### src/rtl/uart_bus_pkg.sv
// Shared types and constants for the UART bus initiator.
package uart_bus_pkg;

    typedef enum logic [2:0] {
        StIdle,
        StCfg,
        StTx,
        StRx,
        StRxCap,
        StGap
    } state_e;

    // Word offsets of the UART slave registers relative to BASE_ADDR.
    localparam logic [31:0] REG_DATA = 32'd0;
    localparam logic [31:0] REG_DIV  = 32'd1;
    localparam logic [31:0] REG_THRU = 32'd2;

    // Data-register read: this bit set means the byte in [7:0] is real.
    localparam int unsigned RX_VALID_BIT = 8;

endpackage

### src/rtl/uart_bus_arbiter.sv
// Picks the next bus cycle in IDLE: config first, then RX/TX alternating on contention.
module uart_bus_arbiter (
    input  logic sys_clk,
    input  logic sys_rst,
    input  logic idle_i,
    input  logic cfg_pending_i,
    input  logic tx_valid_i,
    input  logic rx_valid_i,
    input  logic rx_irq_i,
    input  logic poll_zero_i,
    output logic grant_cfg_o,
    output logic grant_tx_o,
    output logic grant_rx_o
);

    logic last_rx_q, last_rx_d;
    logic rx_elig, tx_elig;

    // Eligibility, priority and fairness; last_rx remembers the last data cycle type.
    always_comb begin
        grant_cfg_o = 1'b0;
        grant_tx_o  = 1'b0;
        grant_rx_o  = 1'b0;
        last_rx_d   = last_rx_q;
        // Single-entry RX buffer: never read while a byte is still waiting for the client.
        rx_elig     = !rx_valid_i && (rx_irq_i || poll_zero_i);
        tx_elig     = tx_valid_i;
        if (idle_i) begin
            if (cfg_pending_i) begin
                grant_cfg_o = 1'b1;
            end else if (rx_elig && tx_elig) begin
                grant_tx_o = last_rx_q;
                grant_rx_o = !last_rx_q;
            end else if (rx_elig) begin
                grant_rx_o = 1'b1;
            end else if (tx_elig) begin
                grant_tx_o = 1'b1;
            end
        end
        if (grant_rx_o) begin
            last_rx_d = 1'b1;
        end else if (grant_tx_o) begin
            last_rx_d = 1'b0;
        end
    end

    // Fairness flop.
    always_ff @(posedge sys_clk or posedge sys_rst) begin
        if (sys_rst) begin
            last_rx_q <= 1'b0;
        end else begin
            last_rx_q <= last_rx_d;
        end
    end

endmodule

### src/rtl/uart_bus_initiator.sv
// Bus master that streams bytes to/from the UART slave port via valid/ready.
// Optional ack timeout is compiled in with `define UART_INIT_TIMEOUT_EN.
module uart_bus_initiator
    import uart_bus_pkg::*;
#(
    parameter logic [31:0] BASE_ADDR      = 32'h0,
    parameter int unsigned POLL_INTERVAL  = 64,
    parameter int unsigned TIMEOUT_CYCLES = 1024
) (
    input  logic        sys_clk,
    input  logic        sys_rst,
    input  logic [7:0]  tx_data,
    input  logic        tx_valid,
    output logic        tx_ready,
    output logic [7:0]  rx_data,
    output logic        rx_valid,
    input  logic        rx_ready,
    input  logic [15:0] cfg_divisor,
    input  logic        cfg_wr,
    output logic        cfg_busy,
    output logic [31:0] m_adr_o,
    output logic [31:0] m_dat_o,
    input  logic [31:0] m_dat_i,
    output logic        m_we_o,
    output logic        m_stb_o,
    input  logic        m_ack_i,
    input  logic        rx_irq_i,
    output logic        rx_iack_o,
    output logic        err_o
);

    localparam logic [31:0] POLL_RELOAD = 32'(POLL_INTERVAL - 1);

    state_e      state_q, state_d;
    logic        stb_q, stb_d;
    logic        we_q, we_d;
    logic [31:0] adr_q, adr_d;
    logic [31:0] dat_q, dat_d;
    logic        tx_ready_q, tx_ready_d;
    logic [7:0]  rx_data_q, rx_data_d;
    logic        rx_valid_q, rx_valid_d;
    logic        cfg_busy_q, cfg_busy_d;
    logic [15:0] cfg_div_q, cfg_div_d;
    logic [31:0] poll_q, poll_d;
    logic        grant_cfg, grant_tx, grant_rx;
    logic        unused_dat;

    assign unused_dat = ^m_dat_i[31:RX_VALID_BIT+1];

`ifdef UART_INIT_TIMEOUT_EN
    localparam logic [31:0] TIMEOUT_LAST = 32'(TIMEOUT_CYCLES - 1);
    logic [31:0] wait_q, wait_d;
    logic        err_q, err_d;
`else
    logic        unused_timeout;
    assign unused_timeout = (TIMEOUT_CYCLES != 0);
`endif

    uart_bus_arbiter u_arbiter (
        .sys_clk       (sys_clk),
        .sys_rst       (sys_rst),
        .idle_i        (state_q == StIdle),
        .cfg_pending_i (cfg_busy_q),
        .tx_valid_i    (tx_valid),
        .rx_valid_i    (rx_valid_q),
        .rx_irq_i      (rx_irq_i),
        .poll_zero_i   (poll_q == '0),
        .grant_cfg_o   (grant_cfg),
        .grant_tx_o    (grant_tx),
        .grant_rx_o    (grant_rx)
    );

    // Next-state: bus cycle sequencing, RX buffer, config latch and poll counter.
    always_comb begin
        state_d    = state_q;
        stb_d      = stb_q;
        we_d       = we_q;
        adr_d      = adr_q;
        dat_d      = dat_q;
        tx_ready_d = 1'b0;
        rx_data_d  = rx_data_q;
        rx_valid_d = rx_valid_q;
        cfg_busy_d = cfg_busy_q;
        cfg_div_d  = cfg_div_q;
        poll_d     = (poll_q != '0) ? poll_q - 32'd1 : '0;
`ifdef UART_INIT_TIMEOUT_EN
        wait_d     = '0;
        err_d      = err_q;
`endif
        if (rx_valid_q && rx_ready) begin
            rx_valid_d = 1'b0;
        end

        unique case (state_q)
            StIdle: begin
                if (grant_cfg) begin
                    state_d = StCfg;
                    stb_d   = 1'b1;
                    we_d    = 1'b1;
                    adr_d   = BASE_ADDR + REG_DIV;
                    dat_d   = {16'h0, cfg_div_q};
                end else if (grant_rx) begin
                    state_d = StRx;
                    stb_d   = 1'b1;
                    we_d    = 1'b0;
                    adr_d   = BASE_ADDR + REG_DATA;
                    dat_d   = '0;
                end else if (grant_tx) begin
                    // Byte captured now; tx_ready confirms the handshake next cycle.
                    state_d    = StTx;
                    stb_d      = 1'b1;
                    we_d       = 1'b1;
                    adr_d      = BASE_ADDR + REG_DATA;
                    dat_d      = {24'h0, tx_data};
                    tx_ready_d = 1'b1;
                end
            end
            StCfg: begin
                if (m_ack_i) begin
                    state_d    = StGap;
                    stb_d      = 1'b0;
                    we_d       = 1'b0;
                    cfg_busy_d = 1'b0;
                end
            end
            StTx: begin
                if (m_ack_i) begin
                    state_d = StGap;
                    stb_d   = 1'b0;
                    we_d    = 1'b0;
                end
            end
            StRx: begin
                if (m_ack_i) begin
                    state_d = StRxCap;
                    stb_d   = 1'b0;
                end
            end
            StRxCap: begin
                // Responder registers read data, so it is valid one cycle after ack.
                if (m_dat_i[RX_VALID_BIT]) begin
                    rx_data_d  = m_dat_i[7:0];
                    rx_valid_d = 1'b1;
                end
                poll_d  = POLL_RELOAD;
                state_d = StGap;
            end
            StGap: begin
                state_d = StIdle;
            end
            default: begin
                state_d = StIdle;
                stb_d   = 1'b0;
                we_d    = 1'b0;
            end
        endcase

`ifdef UART_INIT_TIMEOUT_EN
        if ((state_q == StCfg || state_q == StTx || state_q == StRx) && !m_ack_i) begin
            if (wait_q == TIMEOUT_LAST) begin
                state_d = StGap;
                stb_d   = 1'b0;
                we_d    = 1'b0;
                err_d   = 1'b1;
                if (state_q == StCfg) begin
                    cfg_busy_d = 1'b0;
                end
            end else begin
                wait_d = wait_q + 32'd1;
            end
        end
`endif

        // A new request wins over completion of the one in flight.
        if (cfg_wr) begin
            cfg_div_d  = cfg_divisor;
            cfg_busy_d = 1'b1;
        end
    end

    // State and output registers.
    always_ff @(posedge sys_clk or posedge sys_rst) begin
        if (sys_rst) begin
            state_q    <= StIdle;
            stb_q      <= 1'b0;
            we_q       <= 1'b0;
            adr_q      <= '0;
            dat_q      <= '0;
            tx_ready_q <= 1'b0;
            rx_data_q  <= '0;
            rx_valid_q <= 1'b0;
            cfg_busy_q <= 1'b0;
            cfg_div_q  <= '0;
            poll_q     <= POLL_RELOAD;
        end else begin
            state_q    <= state_d;
            stb_q      <= stb_d;
            we_q       <= we_d;
            adr_q      <= adr_d;
            dat_q      <= dat_d;
            tx_ready_q <= tx_ready_d;
            rx_data_q  <= rx_data_d;
            rx_valid_q <= rx_valid_d;
            cfg_busy_q <= cfg_busy_d;
            cfg_div_q  <= cfg_div_d;
            poll_q     <= poll_d;
        end
    end

`ifdef UART_INIT_TIMEOUT_EN
    // Ack-wait counter and sticky error flag.
    always_ff @(posedge sys_clk or posedge sys_rst) begin
        if (sys_rst) begin
            wait_q <= '0;
            err_q  <= 1'b0;
        end else begin
            wait_q <= wait_d;
            err_q  <= err_d;
        end
    end
    assign err_o = err_q;
`else
    assign err_o = 1'b0;
`endif

    assign m_stb_o   = stb_q;
    assign m_we_o    = we_q;
    assign m_adr_o   = adr_q;
    assign m_dat_o   = dat_q;
    assign tx_ready  = tx_ready_q;
    assign rx_data   = rx_data_q;
    assign rx_valid  = rx_valid_q;
    assign cfg_busy  = cfg_busy_q;
    assign rx_iack_o = (state_q == StRx);

endmodule

### config.mk
export PLATFORM = sky130hd
export DESIGN_NAME = uart_bus_initiator
export DESIGN_NICKNAME = d
export VERILOG_FILES = /design/src/rtl/uart_bus_pkg.sv /design/src/rtl/uart_bus_arbiter.sv /design/src/rtl/uart_bus_initiator.sv
export SDC_FILE = /design/constraint.sdc
export NUM_CORES = 1
export LEC_CHECK = 0
export ABC_AREA = 1
export CAP_MARGIN = 20
export CORE_MARGIN = 3
export CORE_UTILIZATION = 40
export DETAILED_ROUTE_END_ITERATION = 8
export PLACE_DENSITY = 0.79
export REMOVE_ABC_BUFFERS = 1
export SETUP_SLACK_MARGIN = 0.2
export SYNTH_ARGS = -nofsm -noshare
export SYNTH_HDL_FRONTEND = slang
export SYNTH_SLANG_ARGS = --single-unit
### constraint.sdc
create_clock -name sys_clk -period 3.38 [get_ports sys_clk]
set_input_delay 0.676 -clock sys_clk [delete_from_list [all_inputs] [get_ports sys_clk]]
set_output_delay 0.676 -clock sys_clk [all_outputs]
set_load 0.005 [all_outputs]
Yosys cells after proc, flatten, opt, wreduce, memory -nomap -nowiden
Cells that the tools add are included.

Word-level logic and storage cells: 91. Input port bits: 63. Output and inout port bits: 79. Flip-flop bits (word level): 129.

Equal/unequal tests: 9. Bitwise gates (word level): 2. Add/subtract/negate cells: 1. Reduce and logical (&&, ||, !) cells: 23. Muxes and demuxes: 44.

Operators with widths (number): two-way mux 32 bit (8); logical NOT 32 bit (1); nonzero test 32 bit (1); subtractor 32 x 1 -> 32 bit, second input constant (1); two-way mux 1 bit (28); two-way mux 3 bit (5); one-hot mux 3 bit (4 select lines) (1); AND reduction 3 bit (3); == test 3 x 2 -> 1 bit, second input constant (2); == test 3 bit, second input constant (2); one-hot mux 1 bit (3 select lines) (2); AND reduction 2 bit (3); nonzero test 2 bit (3); OR reduction 3 bit (2); inequality test 2 x 1 -> 1 bit, second input constant (2); inequality test 4 bit, second input constant (1); OR reduction 2 bit (2); == test 3 x 1 -> 1 bit, second input constant (1); logical AND 1 bit (3); logical NOT 3 bit (1); nonzero test 3 bit (1); logical NOT 1 bit (2); inequality test 2 bit, second input constant (1); inverter 1 bit (2); logical OR 1 bit (1).

Depth between registers and ports, before layout
Gate-level depths: netlist of the first run.

Depth in word-level cells: 11. Depth in mapped cells: 13. Mapped depth without buffers: 13.

By module
A second synthesis of the first run with hierarchy kept.

Cell total of the unflattened synthesis: 529. Area total of the unflattened synthesis: 4436.8 µm².

By module, submodules not included: uart_bus_initiator (cells each 504, instances 1, sequential area each 2034.5 µm², area an instance 4319.1 µm²); uart_bus_arbiter (cells each 25, instances 1, sequential area each 25.0 µm², area an instance 117.6 µm²).

Least setup slack after synthesis of the first run
No wires, ideal clock.

Path kind: register to register. Start: register poll_q[0]. End: register stb_q (netlist: m_stb_o). Setup slack: 1.571 ns. Arrival: 1.693 ns. Library setup time: 0.117 ns. Required time: 3.263 ns. Buffers on the path: 1. Stages on the path, launching flop included: 13. Period minus slack after synthesis: 1.809 ns. Cells stage by stage: dfstp_2 -> inv_1 -> ha_1 -> nand2_2 -> nor2_4 -> nand2_2 -> o21ai_4 -> nand3_2 -> nand2_4 -> inv_6 -> nor2_4 -> buf_6 -> nand2_1.

Cells in the longest elaborated chain, start to end: 10. Elaborated cells on any way between the ends: 17. Classes of those cells: eq/ne: 1; mux: 11; reduce/logical: 5.

Ends and longest elaborated chain: start: declaration (line uart_bus_initiator.sv:44) `logic [31:0] poll_q, poll_d;`; start signal: assignment (line uart_bus_initiator.sv:206) `poll_q <= poll_d;`; logical NOT 32 bit (*) (line uart_bus_initiator.sv:67) `.poll_zero_i (poll_q == '0),`; logical OR 1 bit (*) (line uart_bus_arbiter.sv:26) `rx_elig = !rx_valid_i && (rx_irq_i || poll_zero_i);`; logical AND 1 bit (*) (line uart_bus_arbiter.sv:26); two-way mux 1 bit / logical AND 1 bit (equally long branches) (line uart_bus_arbiter.sv:34, uart_bus_arbiter.sv:31); two-way mux 1 bit (line uart_bus_arbiter.sv:31) `end else if (rx_elig && tx_elig) begin`; two-way mux 1 bit (line uart_bus_arbiter.sv:29) `if (cfg_pending_i) begin`; two-way mux 1 bit (line uart_bus_arbiter.sv:28) `if (idle_i) begin`; two-way mux 1 bit (line uart_bus_initiator.sv:102) `end else if (grant_rx) begin`; two-way mux 1 bit (line uart_bus_initiator.sv:96) `if (grant_cfg) begin`; one-hot mux 1 bit (3 select lines) (line uart_bus_initiator.sv:94) `unique case (state_q)`; end signal: assignment (line uart_bus_initiator.sv:197) `stb_q <= stb_d;`; end: declaration (line uart_bus_initiator.sv:35) `logic stb_q, stb_d;`.

Every way passes the cells marked *; elsewhere a longest branch is shown, timed or not. A chain may end at the register's enable or synchronous reset.

Worst setup path in the final report of the first run
Start: register state_q[0]. End: register poll_q[20].

Cells in the longest elaborated chain, start to end: 2.

Ends and longest elaborated chain: start: declaration (line uart_bus_initiator.sv:34) `state_e state_q, state_d;`; start signal: assignment (line uart_bus_initiator.sv:184) `state_q <= StIdle;`; start signal: assignment (line uart_bus_initiator.sv:196) `state_q <= state_d;`; == test 3 bit (line uart_bus_initiator.sv:94); two-way mux 32 bit (line uart_bus_initiator.sv:94); via poll_d[20] (line uart_bus_initiator.sv:44).

The timed path passes the listed nets, and every way through them passes these cells.

==> results of run 1 <==
[cells in the mapped netlist]
cell type / number
sky130_fd_sc_hd__nand2_1: 173
sky130_fd_sc_hd__dfrtp_1: 76
sky130_fd_sc_hd__nor2_1: 59
sky130_fd_sc_hd__buf_4: 48
sky130_fd_sc_hd__inv_1: 32
sky130_fd_sc_hd__o21ai_0: 19
sky130_fd_sc_hd__a21oi_1: 14
sky130_fd_sc_hd__nand3_1: 11
sky130_fd_sc_hd__xor2_1: 10
sky130_fd_sc_hd__mux2_2: 8
sky130_fd_sc_hd__xnor2_1: 7
sky130_fd_sc_hd__dfstp_2: 6
sky130_fd_sc_hd__nor2_2: 6
sky130_fd_sc_hd__clkbuf_1: 4
sky130_fd_sc_hd__nor3_1: 4
sky130_fd_sc_hd__clkinv_1: 2
sky130_fd_sc_hd__nand2_2: 2
sky130_fd_sc_hd__nand4_1: 2
sky130_fd_sc_hd__nor2_4: 2
sky130_fd_sc_hd__nor3b_1: 2
sky130_fd_sc_hd__nor4_1: 2
sky130_fd_sc_hd__and2_2: 1
sky130_fd_sc_hd__and3_1: 1
sky130_fd_sc_hd__buf_1: 1
sky130_fd_sc_hd__buf_2: 1
sky130_fd_sc_hd__buf_6: 1
sky130_fd_sc_hd__conb_1: 1
sky130_fd_sc_hd__ha_1: 1
sky130_fd_sc_hd__inv_6: 1
sky130_fd_sc_hd__nand2_4: 1
sky130_fd_sc_hd__nand3_2: 1
sky130_fd_sc_hd__nand4_2: 1
sky130_fd_sc_hd__o21a_1: 1
sky130_fd_sc_hd__o21ai_1: 1
sky130_fd_sc_hd__o21ai_4: 1
sky130_fd_sc_hd__or2_1: 1
[per-layer routing]
| metal | share of wire | vias to the layer above | GRT usage |
|---|---|---|---|
| met5 | 0 | - | 0 |
| met4 | 0.017 | 0 | 0.0433 |
| met3 | 0.064 | 14 | 0.0504 |
| met2 | 0.49 | 99 | 0.261 |
| met1 | 0.43 | 1522 | 0.193 |
| li1 | - | 1620 | - |
[worst min path at each step]
stage | start | endpoint | slack, ps | cells past startpoint
5_1_grt | cfg_div_q[8]$_DFFE_PP0P_ | cfg_div_q[8]$_DFFE_PP0P_ | 500 | 2
3_5_place_dp | cfg_div_q[8]$_DFFE_PP0P_ | cfg_div_q[8]$_DFFE_PP0P_ | 460 | 2
3_3_place_gp | m_dat_o[10]$_DFFE_PP0P_ | m_dat_o[10]$_DFFE_PP0P_ | 450 | 2
2_1_floorplan | cfg_div_q[0]$_DFFE_PP0P_ | cfg_div_q[0]$_DFFE_PP0P_ | 440 | 2
6_report | cfg_div_q[8]$_DFFE_PP0P_ | cfg_div_q[8]$_DFFE_PP0P_ | 480 | 2
4_1_cts | cfg_div_q[8]$_DFFE_PP0P_ | cfg_div_q[8]$_DFFE_PP0P_ | 480 | 2
[power by group through the flow]
stage               logic, mW  clock network [mW]  registers [mW]
floorplan               0.598                   0            1.39
global placement         1.12                   0            1.40
finish                   1.15               0.774            1.40
global route             1.31               0.833            1.43
detailed placement       1.17                   0            1.41
CTS                      1.17               0.790            1.40
[through the flow]
stage / utilization / std cells / hold WS (ps) / cell area (um2) / power [mW]
after detailed placement: 0.485 / 701 / 459 / 4830 / 2.57
final: 0.507 / 717 / 475 / 5050 / 3.32
after floorplan: - / 496 / 442 / 3930 / 1.99
after CTS: 0.507 / 717 / 478 / 5050 / 3.35
after global routing: 0.507 / 717 / 496 / 5050 / 3.57
after global placement: 0.485 / 701 / 454 / 4830 / 2.52
[kinds of logic (layout without fill, tap and decap cells)]
group	count (synthesis)	in the layout	share of synthesized area
AOI/OAI and AO/OA	36	36	0.0467
adders and majority gates	1	1	0.00301
DFF	82	82	0.496
muxes	8	8	0.0217
xor gates and xnor gates	17	17	0.0359
buffers and inverters	90	123	0.128
other	1	48	0.000903
and+or+nand+nor	269	269	0.268
[area by class of cell]
| class | count | area (um2) |
|---|---|---|
| Inverter | 35 | 138 |
| Timing Repair Buffer | 72 | 728 |
| Tap cell | 133 | 166 |
| Clock buffer | 10 | 128 |
| Fill cell | 927 | 4910 |
| Sequential cell | 82 | 2060 |
| Multi-Input combinational cell | 379 | 1740 |
| Clock inverter | 6 | 90.1 |
[worst min-delay path: cells and delay by family, from the launching register on]
kind | cells | cell delay, ps
DFF | 1 | 350
and+or+nand+nor | 2 | 100
[registers in the layout (all words and copies together), names as in the netlist, 3 cells and up]
name / flops
cfg_div_q: 16
state_q: 3
rx_data: 8
m_dat_o: 16
poll_q: 32
==> results.toml, run 1 <==
[outcome]
run_status = "complete, no violations"

[worst_setup_path]
depth_of_the_most_critical_reg_to_reg_path = 8
worst_path_most_repeated_cell = "sky130_fd_sc_hd__inv_1"
arrival_time_at_the_worst_endpoint_ps = 2560
critPathMaxStageDelay_ps = 430
crit_slowest_cell = "sky130_fd_sc_hd__dfrtp_1"
startpoint_type = "flop"
worst-endpoint-required_ps = 3630
worstPathBufferInverterCount = 3
regToRegStartpoint = "state_q[0]$_DFFE_PP0P_"
setup.worst_path.end_class = "flop"
worstReg2RegEnd = "poll_q[20]$_DFF_PP0_"
timing.critical_path.depth = 8
crit_chain = "nor2_1, inv_1, nor2_1, inv_1, o21ai_1, inv_1, o21ai_0, a21oi_1"
crit_path_end = "poll_q[20]$_DFF_PP0_"
critPathMaxFanout = 11
setup.worst_path.class = "flop to flop"
cell_family_contributing_the_most_delay_on_the_critical_path = "buffers and inverters"
r2r_slack_ps = 1060
worst_setup_path_startpoint = "state_q[0]$_DFFE_PP0P_"

[detailed_routing]
drt-initial-drc-count = 135
routed_wirelength_um = 8520
vias_per_cell = 4.54
routed_wire_length_per_instance_um = 11.9
postRouteAntennaNets = 0
route.vias.total = 3255
remaining_drc_errors = 0
dr.pass1.iters = 4

[synth]
yosys_register_bits = 82
yosysWarnings = 0
synth.largest_area_cell = "sky130_fd_sc_hd__dfrtp_1"
ys_types = 36
synth.area.top_cells = "sky130_fd_sc_hd__dfrtp_1 46%, sky130_fd_sc_hd__nand2_1 16%, sky130_fd_sc_hd__buf_4 8.7%"
synthesis.area_um2 = 4150
synthesis.instances = 504
synth_top_area_share = 0.458
syn-mean-instance-area_um2 = 8.24
synth_sequential_area_ratio = 0.496

[cts]
cts_setup_buffers = 0
h-tree-depth = 3
clock-root-buffer = "sky130_fd_sc_hd__clkbuf_8"
cts.reportedPaths.clkPinSlew_ps = 90
cts.hold.buffers_added = 0
number_of_sinks_on_the_clock_net = 82
cts_tree = "yes"
cts.path.max_buffers = 2
ctsResizeCount = 0
numCtsBuffers = 9
clkLatencyLatePin_ps = 360

[finish]
layout_commonest_cell = "sky130_fd_sc_hd__nand2_1"
diodes = 0
fin_nets = 643
layout-area-overhead-vs-synth_pct = 21.5
final_layout_size_suffix_gt1_frac = 0.0822
most-common-layout-cells = "173 x sky130_fd_sc_hd__nand2_1, 76 x sky130_fd_sc_hd__dfrtp_1, 70 x sky130_fd_sc_hd__clkdlybuf4s50_1"

[power_and_ir_drop]
clkPwrFrac = 0.233
netSwitchingFraction = 0.331
share_seq_of_total_power = 0.420
power.internal_mw = 2.22
combinationalPowerShare = 0.347
maximum_vdd_ir_drop_mv = 0.327
p_leak_nw = 2.61
p_switching_mw = 1.10
power.density_cell_area_nw_per_um2 = 658

[floorplanning]
io_pins = 142
placeableCoreArea_um2 = 9950
design.die.area_um2 = 11600
dieWidth_um = 108
floorplan.initialDensity = 0.417
rows = 36
die_y_um = 108

[timing]
worst-slew-pin-transition_ps = 793
report.final.hold_viol_count = 0
rsz0062_at_grt = "no"
final_min_period_over_clock_period = 0.685
drv_slew = 0
timing.final.setup_violations = 0
clk_skew_ps = 10.1
fmax_mhz = 432
setup_total_negative_slack_ps = 0
worst_slew_margin_rel = 0.466
setup_slack_ps = 1060
period_needed_ps = 2320

[placement]
weighted_congestion_reported_at_the_end_of_routability_driven_placement = 0.842
place.port_buffers = 70
pre_cts_ws_ps = 930
dp_hpwl_um = 6380

[global_route]
grt_pass1_wl_um = 14400
largest_net_degree_at_the_start_of_global_routing = 83
grt_antenna_before_repair = 0
first_global_vias = 3064
groute.usage.overall = 0.156
globalRouteOverflowTotal = 0

[min_path]
worst_hold_path_type = "flop to flop"

[flow_run]
max_cap_violations = 0
Power figures use the tool's default switching activity.
==> run 2: changes to the inputs <==
- PLACE_DENSITY: 0.79 -> 0.82
- clock period: 3.38 -> 2 ns (I/O delays scaled with it)
==> run 2 against run 1 <==
Against the previous run: maximum frequency grew 18%; clock skew grew 2.2 ps; flip-flop and latch count is the same; global-route usage grew 2.0 points; worst hold slack lost 160 ps.
==> results.toml, run 2 (synthesized netlist as in run 1, its figures left out) <==
[cts]
h-tree-depth = 3
cts.path.max_buffers = 2
cts.reportedPaths.clkPinSlew_ps = 90
cts_tree = "yes"
number_of_sinks_on_the_clock_net = 82
clock-root-buffer = "sky130_fd_sc_hd__clkbuf_8"
clkLatencyLatePin_ps = 350
numCtsBuffers = 9

[global_route]
grt_pass1_wl_um = 16300
globalRouteOverflowTotal = 0
largest_net_degree_at_the_start_of_global_routing = 38
first_global_vias = 3626
groute.usage.overall = 0.175
grt_antenna_before_repair = 0

[finish]
layout-area-overhead-vs-synth_pct = 35.0
most-common-layout-cells = "153 x sky130_fd_sc_hd__nand2_1, 75 x sky130_fd_sc_hd__dfrtp_1, 69 x sky130_fd_sc_hd__clkdlybuf4s50_1"
largest_register_ff_count = 32
fin_nets = 688
n_fill_cell = 849
largest_register = "poll_q"
final_layout_size_suffix_gt1_frac = 0.219
layout_commonest_cell = "sky130_fd_sc_hd__nand2_1"
diodes = 0
finalInstanceArea_um2 = 5610

[worst_setup_path]
arrival_time_at_the_worst_endpoint_ps = 2210
setup.worst_path.end_class = "flop"
critPathMaxFanout = 6
worst-endpoint-required_ps = 2250
worstReg2RegEnd = "m_stb_o$_DFFE_PP0P_"
depth_of_the_most_critical_reg_to_reg_path = 12
regToRegStartpoint = "poll_q[27]$_DFF_PP0_"
setup.worst_path.class = "flop to flop"
r2r_slack_ps = 40
startpoint_type = "flop"

[floorplanning]
dieWidth_um = 108
design.die.area_um2 = 11600
floorplan.initialDensity = 0.417
placeableCoreArea_um2 = 9950
rows = 36
io_pins = 142
die_y_um = 108

[power_and_ir_drop]
p_leak_nw = 2.89
maximum_vdd_ir_drop_mv = 0.752
power.density_cell_area_nw_per_um2 = 1090
power.total_mw = 6.14

[placement]
postPlaceCellArea_um2 = 4930
dp_hpwl_um = 6850
place.port_buffers = 70
weighted_congestion_reported_at_the_end_of_routability_driven_placement = 0.848
pre_cts_ws_ps = 4.03

[timing]
fmax_mhz = 510
period_needed_ps = 1960
drv_slew = 0
timing.final.setup_violations = 0
report.final.hold_viol_count = 0
setup_total_negative_slack_ps = 0
worst-slew-pin-transition_ps = 499
whs_ps = 318
clk_skew_ps = 12.2
setup_slack_ps = 39.8
worst_slew_margin_rel = 0.665
rsz0062_at_grt = "yes"
final_min_period_over_clock_period = 0.980

[detailed_routing]
dr.pass1.iters = 5
remaining_drc_errors = 0
routed_wirelength_um = 10300
route.vias.total = 3595
routed_wire_length_per_instance_um = 13.5
postRouteAntennaNets = 0
vias_per_cell = 4.72
drt-initial-drc-count = 187

[flow_run]
max_cap_violations = 0

[min_path]
worst_hold_path_type = "input pin to async pin"

[outcome]
run_status = "complete, no violations"
[run 2: cell types whose count changed in the layout (fill, tap and decap cells not counted), sizes merged]
cell	previous run	this run
clkdlybuf4s50	70	69
dlygate4sd2	0	1
buf	2	47
bufinv	2	1
inv	33	34
[run 2: report_power, final]
part	internal, mW	switching (mW)	leakage [nW]
clock	0.624	0.635	0.103
combinational	1.28	1.20	1.75
sequential	2.09	0.304	1.04
total	4.00	2.14	2.89
[run 2: metrics by stage]
stage | cells | utilization
after floorplan | 496 | -
after global placement | 713 | 0.495
after detailed placement | 713 | 0.495
after CTS | 747 | 0.541
after global routing | 762 | 0.563
final | 762 | 0.563
[run 2: cell type report]
cell class | count | area [um2] | share of cell area
Multi-Input combinational cell | 379 | 1910 | 0.341
Clock buffer | 10 | 138 | 0.0245
Inverter | 35 | 138 | 0.0245
Sequential cell | 82 | 2060 | 0.368
Clock inverter | 6 | 72.6 | 0.0129
Timing Repair Buffer | 117 | 1120 | 0.200
Tap cell | 133 | 166 | 0.0297
[run 2: layer usage]
layer  vias to the layer above  GRT usage  wire length, um
li1                       1705          -                -
met1                      1715      0.198             3900
met2                       155      0.310             5500
met3                        20     0.0486              708
met4                         0     0.0739              170
met5                         -          0                0
[run 2: worst max path at each step]
stage / startpoint / to / slack, ps / cells past startpoint
floorplan: sys_rst / cfg_busy$_DFFE_PP0P_ / -500 / 1
global placement: poll_q[0]$_DFF_PP1_ / m_dat_o[5]$_DFFE_PP0P_ / 100 / 12
detailed placement: poll_q[0]$_DFF_PP1_ / m_dat_o[6]$_DFFE_PP0P_ / 4 / 12
CTS: poll_q[0]$_DFF_PP1_ / m_dat_o[6]$_DFFE_PP0P_ / 110 / 14
global route: poll_q[24]$_DFF_PP0_ / m_dat_o[13]$_DFFE_PP0P_ / -30 / 13
finish: poll_q[27]$_DFF_PP0_ / m_stb_o$_DFFE_PP0P_ / 40 / 12
[run 2: critical path, cell delays in order (launching register included)]
cell and delay [ps]:
sky130_fd_sc_hd__dfrtp_1 450, sky130_fd_sc_hd__nor2_2 180, sky130_fd_sc_hd__nand2_2 110, sky130_fd_sc_hd__nor2_2 130, sky130_fd_sc_hd__nand2_2 100, sky130_fd_sc_hd__o21ai_4 200
sky130_fd_sc_hd__nand3_2 120, sky130_fd_sc_hd__nand2_4 110, sky130_fd_sc_hd__inv_6 40, sky130_fd_sc_hd__nor2_4 120, sky130_fd_sc_hd__buf_6 130, sky130_fd_sc_hd__buf_16 110
sky130_fd_sc_hd__nand2_1 60
[run 2: repair_timing]
item	4_1_cts	5_1_grt
setup endpoints to repair	39	45
setup buffers	17	15
hold endpoints to repair	0	0
hold buffers	0	0
pin swaps	7	17
gates cloned	1	0
resized for setup	30	30
